### src/rtl/eval_sched.sv
// eval_sched: round-robin scheduler that feeds one board at a time to the shared
// evaluate/board_attack engine pair, returns the tagged score and enforces a
// watchdog on the engine round-trip.
`ifndef BOARD_WIDTH
`define BOARD_WIDTH 256
`endif

module eval_sched #(
  parameter int NUM_REQ     = 4,
  parameter int EVAL_WIDTH  = 24,
  parameter int UCI_WIDTH   = 16,
  parameter int TIMEOUT     = 1023,
  parameter int BOARD_WIDTH = `BOARD_WIDTH
) (
  input  logic                                clk,
  input  logic                                reset,
  input  logic [NUM_REQ-1:0]                  req_valid,
  output logic [NUM_REQ-1:0]                  req_ready,
  input  logic [NUM_REQ*BOARD_WIDTH-1:0]      req_board,
  input  logic [NUM_REQ-1:0]                  req_white_to_move,
  input  logic [NUM_REQ*4-1:0]                req_castle_mask,
  input  logic [NUM_REQ*UCI_WIDTH-1:0]        req_uci,
  output logic [BOARD_WIDTH-1:0]              eng_board,
  output logic                                eng_white_to_move,
  output logic [3:0]                          eng_castle_mask,
  output logic [UCI_WIDTH-1:0]                eng_uci,
  output logic                                eng_board_valid,
  output logic                                eng_clear_eval,
  output logic                                eng_clear_attack,
  input  logic signed [EVAL_WIDTH-1:0]        eng_eval,
  input  logic                                eng_eval_valid,
  input  logic                                eng_pv_flag,
  input  logic                                eng_insufficient,
  output logic                                rsp_valid,
  input  logic                                rsp_ready,
  output logic [$clog2(NUM_REQ)-1:0]          rsp_id,
  output logic signed [EVAL_WIDTH-1:0]        rsp_eval,
  output logic                                rsp_pv_flag,
  output logic                                rsp_insufficient,
  output logic                                rsp_timeout,
  output logic [31:0]                         eval_count
);

  localparam int ID_W  = $clog2(NUM_REQ);
  localparam int CNT_W = $clog2(TIMEOUT);
  localparam logic [CNT_W-1:0] WD_LIMIT = CNT_W'(TIMEOUT - 1);

  typedef enum logic [1:0] {IDLE, RUN, CLEAR, RESP} state_t;

  state_t                       state_q, state_d;
  logic [ID_W-1:0]              rr_ptr_q;
  logic [CNT_W-1:0]             wd_q;
  logic [BOARD_WIDTH-1:0]       eng_board_q;
  logic                         eng_wtm_q;
  logic [3:0]                   eng_castle_q;
  logic [UCI_WIDTH-1:0]         eng_uci_q;
  logic                         eng_bv_q, eng_clr_q, rsp_valid_q;
  logic [ID_W-1:0]              rsp_id_q;
  logic signed [EVAL_WIDTH-1:0] rsp_eval_q;
  logic                         rsp_pv_q, rsp_ins_q, rsp_to_q;
  logic [31:0]                  eval_count_q;

  logic [NUM_REQ-1:0]           grant;
  logic [ID_W-1:0]              grant_id;
  logic                         grant_vld;
  logic [ID_W:0]                scan;

  // Arbitration scan from rr_ptr upward (mod NUM_REQ) plus FSM next-state.
  always_comb begin
    state_d   = state_q;
    grant     = '0;
    grant_id  = '0;
    grant_vld = 1'b0;
    scan      = '0;
    if (state_q == IDLE && reset) begin
      for (int k = 0; k < NUM_REQ; k++) begin
        scan = {1'b0, rr_ptr_q} + (ID_W+1)'(k);
        if (scan >= (ID_W+1)'(NUM_REQ)) scan = scan - (ID_W+1)'(NUM_REQ);
        if (!grant_vld && req_valid[scan[ID_W-1:0]]) begin
          grant_vld = 1'b1;
          grant_id  = scan[ID_W-1:0];
        end
      end
    end
    grant[grant_id] = grant_vld;
    case (state_q)
      IDLE:    if (grant_vld) state_d = RUN;
      RUN:     if (eng_eval_valid || wd_q == WD_LIMIT) state_d = CLEAR;
      CLEAR:   state_d = RESP;
      RESP:    if (rsp_ready) state_d = IDLE;
      default: state_d = IDLE;
    endcase
  end

  // FSM state register; reset aborts any request in flight.
  always_ff @(posedge clk or negedge reset) begin
    if (!reset) state_q <= IDLE;
    else        state_q <= state_d;
  end

  // Request latch, watchdog, result capture and registered handshake outputs.
  always_ff @(posedge clk or negedge reset) begin
    if (!reset) begin
      rr_ptr_q     <= '0;
      wd_q         <= '0;
      eng_board_q  <= '0;
      eng_wtm_q    <= 1'b0;
      eng_castle_q <= '0;
      eng_uci_q    <= '0;
      eng_bv_q     <= 1'b0;
      eng_clr_q    <= 1'b0;
      rsp_valid_q  <= 1'b0;
      rsp_id_q     <= '0;
      rsp_eval_q   <= '0;
      rsp_pv_q     <= 1'b0;
      rsp_ins_q    <= 1'b0;
      rsp_to_q     <= 1'b0;
      eval_count_q <= '0;
    end else begin
      eng_bv_q    <= (state_d == RUN);
      eng_clr_q   <= (state_d == CLEAR);
      rsp_valid_q <= (state_d == RESP);
      if (state_q == IDLE && grant_vld) begin
        eng_board_q  <= req_board[int'(grant_id)*BOARD_WIDTH +: BOARD_WIDTH];
        eng_wtm_q    <= req_white_to_move[grant_id];
        eng_castle_q <= req_castle_mask[int'(grant_id)*4 +: 4];
        eng_uci_q    <= req_uci[int'(grant_id)*UCI_WIDTH +: UCI_WIDTH];
        rsp_id_q     <= grant_id;
        rr_ptr_q     <= (grant_id == ID_W'(NUM_REQ - 1)) ? '0 : grant_id + 1'b1;
        wd_q         <= '0;
      end
      if (state_q == RUN) begin
        wd_q <= wd_q + 1'b1;
        // A valid result in the limit cycle takes precedence over the abort.
        if (eng_eval_valid) begin
          rsp_eval_q <= eng_eval;
          rsp_pv_q   <= eng_pv_flag;
          rsp_ins_q  <= eng_insufficient;
          rsp_to_q   <= 1'b0;
        end else if (wd_q == WD_LIMIT) begin
          rsp_eval_q <= '0;
          rsp_pv_q   <= 1'b0;
          rsp_ins_q  <= 1'b0;
          rsp_to_q   <= 1'b1;
        end
      end
      if (state_q == CLEAR && !rsp_to_q) eval_count_q <= eval_count_q + 32'd1;
    end
  end

  assign req_ready         = grant;
  assign eng_board         = eng_board_q;
  assign eng_white_to_move = eng_wtm_q;
  assign eng_castle_mask   = eng_castle_q;
  assign eng_uci           = eng_uci_q;
  assign eng_board_valid   = eng_bv_q;
  assign eng_clear_eval    = eng_clr_q;
  assign eng_clear_attack  = eng_clr_q;
  assign rsp_valid         = rsp_valid_q;
  assign rsp_id            = rsp_id_q;
  assign rsp_eval          = rsp_eval_q;
  assign rsp_pv_flag       = rsp_pv_q;
  assign rsp_insufficient  = rsp_ins_q;
  assign rsp_timeout       = rsp_to_q;
  assign eval_count        = eval_count_q;

endmodule
### config.mk
export PLATFORM = sky130hd
export DESIGN_NAME = eval_sched
export DESIGN_NICKNAME = d
export VERILOG_FILES = /design/src/rtl/eval_sched.sv
export SDC_FILE = /design/constraint.sdc
export NUM_CORES = 1
export LEC_CHECK = 0
export BUFFER_PORTS_ARGS = -buffer_cell sky130_fd_sc_hd__buf_2
export CAP_MARGIN = 20
export CELL_PAD_IN_SITES_DETAIL_PLACEMENT = 1
export CELL_PAD_IN_SITES_GLOBAL_PLACEMENT = 1
export CORE_AREA = 2 2 572 574
export DETAILED_ROUTE_END_ITERATION = 10
export DIE_AREA = 0 0 574 576
export PLACE_DENSITY_LB_ADDON = 0.1
export SYNTH_ARGS = -nofsm -noshare
export SYNTH_HDL_FRONTEND = slang
export SYNTH_SLANG_ARGS = --single-unit
### constraint.sdc
create_clock -name clk -period 1.94 [get_ports clk]
set_input_delay 0.097 -clock clk [delete_from_list [all_inputs] [get_ports clk]]
set_output_delay 0.097 -clock clk [all_outputs]
set_load 0.03 [all_outputs]
# Word-level counts from Yosys, hierarchy flattened
# Index checks and enable logic that the tools add are counted.
# op_classes
n_lt_le_gt_ge	10
shifts	3
bitwise	1
n_mux	47
n_reduce_logical	16
n_addsub	10
eq_ne	8
# op_table
operator	n
$shiftx A1024 B11 Y256	1
$shiftx A64 B7 Y16	1
$mux W24	2
$mux W2	17
$add A32 B1 Y32 const B	1
$mux W10	2
$mux W1	19
$shiftx A16 B5 Y4	1
$lt A2 B3 Y1 const B	5
$add A10 B1 Y10 const B	1
$bmux W1 S2	5
$eq A10 B10 Y1 const B	1
$eq A2 B2 Y1 const B	5
$ge A3 B3 Y1 const B	3
$pmux W2 S4	1
$sub A2 B1 Y2 const B	4
$logic_and A1 B1 Y1	7
$add A2 B2 Y3 const B	2
$and A4 B4 Y4	1
$eq A2 B1 Y1 const B	2
$logic_not A1 Y1	4
$reduce_bool A2 Y1	2
$add A2 B1 Y3 const B	1
$ge A2 B3 Y1 const B	1
6 further kinds	6
# word_totals
regBits	355
output_inout_bits	346
inputBits	1142
wordCells	111

# Logic depth before layout (Yosys ltp)
# logic_depth
depth_word	24
mapped_depth	10
depth_no_buf	7

# Worst setup path before layout
# OpenSTA, ideal clock, no wires.
# synth_timing
path_kind	register to output
from	register state_q[1]
to	output req_ready[3]
path_buffers	1
arrival_ps	2243
stages_incl_launch_ff	6
path_slack_ps	-400
path_cell_list	dfrtp_1 -> or3b_4 -> buf_2 -> nor2_4 -> nand4_4 -> nor4_1
# synth_via
elab_chain_len	8
# synth_rtl
item	line_no	text
start, declared	50	state_t state_q, state_d;
start signal, assigned	98	else state_q <= state_d;
$logic_not A2 Y1 (*)	75	if (state_q == IDLE && reset) begin
$logic_and A1 B1 Y1 (*)	75	
$mux W2	75	
$lt A2 B3 Y1 (implied by the code) / $ge A2 B1 Y1 (equally long branches)	85	grant[grant_id] = grant_vld;
$logic_and A1 B1 Y1 (implied by the code)	85	
$mux W1 (implied by the code)	85	
$demux W1 S2	85	
$and A4 B4 Y4 (no source line) (*)	-	
end, declared	18	output logic [NUM_REQ-1:0] req_ready,
# Mark *: on every way between the ends. The rest lies on a longest branch, timed or not.

# Worst setup path after layout
# layout_timing
from	register state_q[0]
to	output req_ready[0]
# Same word-level chain as after synthesis.

==> out/qor.csv <==
stage,metric,value,unit
timing,slew_violations,0,
synthesis,synthFlopType,dfrtp_1,
critical_path,crit_start,state_q[0],
floorplan,die_x,574,um
layout,nets,6768,
synthesis,async_flop_share,100,%
pwr,peakVddDrop,0.536,mV
worst_hold_path,hp-class,input port to register,
detailed_routing,dr.pass1.iters,7,
global_route,antenna_found_initial,80,
detailed_routing,ant_nets,0,
detailed_routing,wl,267000,um
floorplan,ios,1488,
timing,worstMarginPinSlew,1150,ps
critical_path,crit_type,register to primary output,
critical_path,crit_arrival,2710,ps
place,placedCellCount,8616,
detailed_routing,routedWlPerCell,26.6,um
pwr,power.internal,0.0347,W
critical_path,r2r_start,rr_ptr_q[1],
synthesis,yosysSeqAreaShare,37.4,%
timing,rsz0062_at_grt,yes,
pwr,combPwrFrac,59.7,%
floorplan,rows,210,
synthesis,avgSynthCellArea,8.79,um^2
place,dp_hpwl,204000,um
detailed_routing,vias,37782,
global_route,grt.total_usage,15.4,%
flow_run,maxCapViolCount,0,
clocking,clk_latency,790,ps
detailed_routing,routed_via_density,3.76,
synthesis,synth_seq_cells,355,
clocking,htree_levels,3,
clocking,clk_path_buf_depth,4,
pwr,power_leakage,23.8,nW
place,portBuffers,1487,
detailed_routing,drc,0,
clocking,cts_buffers,72,
synthesis,netlist_instances,2703,
critical_path,path_max_fanout,3,
outcome,status,"complete, but fails checks",
pwr,p_per_area,1150,nW/um^2
clocking,cts_tree,built,
place,gp_routability_congestion,0.834,
global_route,gr-total-overflow,0,
timing,max_slew_margin,23.2,%
floorplan,core,325000,um^2
timing,hold_viol,0,
critical_path,ff2ff_path_depth,13,
timing,setup_viol,316,
timing,postLayoutSetupSlackWorst,-867,ps
synthesis,yosysUniqueCellTypes,57,
layout,area_delta_synth_final,144,%
timing,worst_clock_skew,48.9,ps
layout,num-fill-cells,38272,
critical_path,path_common_cell,buf_8,
clocking,cts_root_buf,clkbuf_16,
pwr,switchingPower,0.0322,W
critical_path,crit_path_end_kind,primary output,
synthesis,synth-edff-count,0,
critical_path,slowest_delay,410,ps
synthesis,netlist_area,23800,um^2
critical_path,worst_ep_required_time,1840,ps
timing,clock.fmax,0.356,GHz
global_route,grt_pass1_wl,359000,um
pwr,pwr-share-clk,19.5,%
critical_path,crit_path_top_delay_cell,or3b_4,
pwr,seq_power_share,20.8,%
clocking,clkSinkCount,355,
place,place_ws,-778,ps
global_route,grt_pass1_vias,41407,
outcome,violations,setup timing,
clocking,cts.clk_slew.worst_paths,60,ps
critical_path,worstSetupStartpointType,register,
layout,drive_gt1_share,43.1,%
worst_hold_path,min-delay-start,req_board[429],
floorplan,start_util,7.30,%
synthesis,synth_nets,3849,
detailed_routing,drt_iter0_markers,1881,
global_route,grt_max_degree,107,
pwr,swShare,48.1,%
floorplan,die_h,576,um
timing,period_share,145,%
layout,stdcell_count,10058,
synthesis,ys.warnings.count,0,
worst_hold_path,hold_depth,6,
timing,fin_crit,2810,ps
critical_path,crit_path_cell_trace,or3b_4 -> buf_12 -> nor4_4 -> buf_6 -> inv_12 -> buf_8 -> ha_4 -> and3_4 -> buf_8,
floorplan,dieArea,331000,um^2
## worst max-delay path: cells and delay by family (launching register included)
family | cells | cell delay [ps]
fa+ha+maj | 1 | 140
buf+inv | 5 | 600
flops | 1 | 370
simple gates | 3 | 810
## cell usage after synthesis, drive strengths merged (26+ instances only)
cell / number / area [um^2]
dfrtp: 355 / 8880
nand4: 286 / 1800
clkbuf: 266 / 998
nor2: 188 / 716
o21ai: 185 / 937
nor3: 175 / 881
o22ai: 173 / 1080
a311o: 171 / 1710
a32oi: 171 / 1500
buf: 137 / 719
a21oi: 110 / 551
o31ai: 104 / 781
a221o: 103 / 1030
o22a: 103 / 902
nand2: 29 / 119
a22o: 27 / 236
xnor2: 26 / 228
## routing by layer
layer / up-vias / part of all wire (%) / global-route usage [%]
met5: - / 0.12 / 0
met4: 50 / 1.9 / 2.93
met3: 249 / 5.5 / 3.52
met2: 1290 / 50 / 27.5
met1: 19123 / 43 / 18.7
li1: 17070 / - / -
## power groups by stage
stage / Combinational, W / Sequential, W / Clock, W
2_1_floorplan: 0.0109 / 0.0196 / 0
6_report: 0.0399 / 0.0139 / 0.0130
5_1_grt: 0.0424 / 0.0144 / 0.0139
4_1_cts: 0.0395 / 0.0140 / 0.0138
3_3_place_gp: 0.0337 / 0.0141 / 0
3_5_place_dp: 0.0335 / 0.0141 / 0
## layout by cell type (no fill, tap or decap), types with 8 or more instances in the layout
cell	count
buf_2	1482
dlygate4sd3_1	1145
buf_4	363
dfrtp_1	353
nand4_1	285
nor2_1	185
o21ai_0	183
a311o_1	171
nor3_1	168
o22ai_1	134
buf_12	134
o31ai_1	104
a221o_1	103
o22a_1	103
a32oi_2	83
clkbuf_16	80
a32oi_1	78
a21oi_2	61
buf_6	52
a21oi_1	48
diode_2	43
o22ai_2	39
buf_16	38
nand2_1	26
a22o_1	26
xnor2_1	26
buf_8	24
nand3_1	16
clkbuf_1	16
clkbuf_8	15
clkinv_2	11
a32oi_4	10
and3_1	8
## per-stage QoR
| stage | TNS (ps) | cell area [um^2] | total power, W | util [%] | hold WS [ps] |
|---|---|---|---|---|---|
| final | -153710 | 57900 | 0.0669 | 17.8 | 29.8 |
| after floorplan | -12430 | 23900 | 0.0305 | - | -199 |
| after detailed placement | -133720 | 40100 | 0.0476 | 12.3 | 102 |
| after global routing | -191630 | 57900 | 0.0707 | 17.8 | 19.3 |
| after global placement | -131020 | 40100 | 0.0477 | 12.3 | 100 |
| after CTS | -206290 | 56600 | 0.0673 | 17.4 | 0.623 |
## cell families after synthesis
group	Yosys count	share of synthesized area, %
buf+inv	411	7.36
flops	355	37.4
xor+xnor	33	1.22
compound gates	1169	37.5
simple gates	730	16.3
mux	1	0.0474
fa+ha+maj	4	0.211
## worst paths after layout
path                                  end  slack, ps
max reg2reg                eng_board[173]       -670
min reg2reg                     rsp_id[0]        470
max in group asynchronous      eng_uci[1]        390
max                          req_ready[0]       -870
min                        eng_board[173]         30
min in group asynchronous         wd_q[1]        100
## cell type report
class                   instances  area, um^2  area share, %
repair buffers               3248       26600           45.8
diodes                         43         108          0.186
well taps                    4346        5440           9.39
multi-input cells            1937       14600           25.3
flip-flops and latches        355        8890           15.3
inverters                       8        47.5         0.0821
clock buffers                 104        2090           3.61
clock inverters                17         178          0.307
## state kept, by name, indices dropped and copies added (netlist names)
name	count
rr_ptr_q	2
state_q	2
eng_castle_mask	4
rsp_eval	24
rsp_id	2
eng_white_to_move	1
eng_board_valid	1
rsp_valid	1
rsp_insufficient	1
eval_count	32
eng_uci	16
wd_q	10
eng_clear_attack	1
eng_board	256
rsp_pv_flag	1
rsp_timeout	1
## repair_timing
item,4_1_cts,5_1_grt
buffers inserted,69,42
hold endpoints to repair,470,0
resized for setup,271,160
pin swaps,266,283
hold buffers,1145,0
gates cloned,34,8
setup endpoints to repair,317,333
Power figures use the tool's default switching activity.
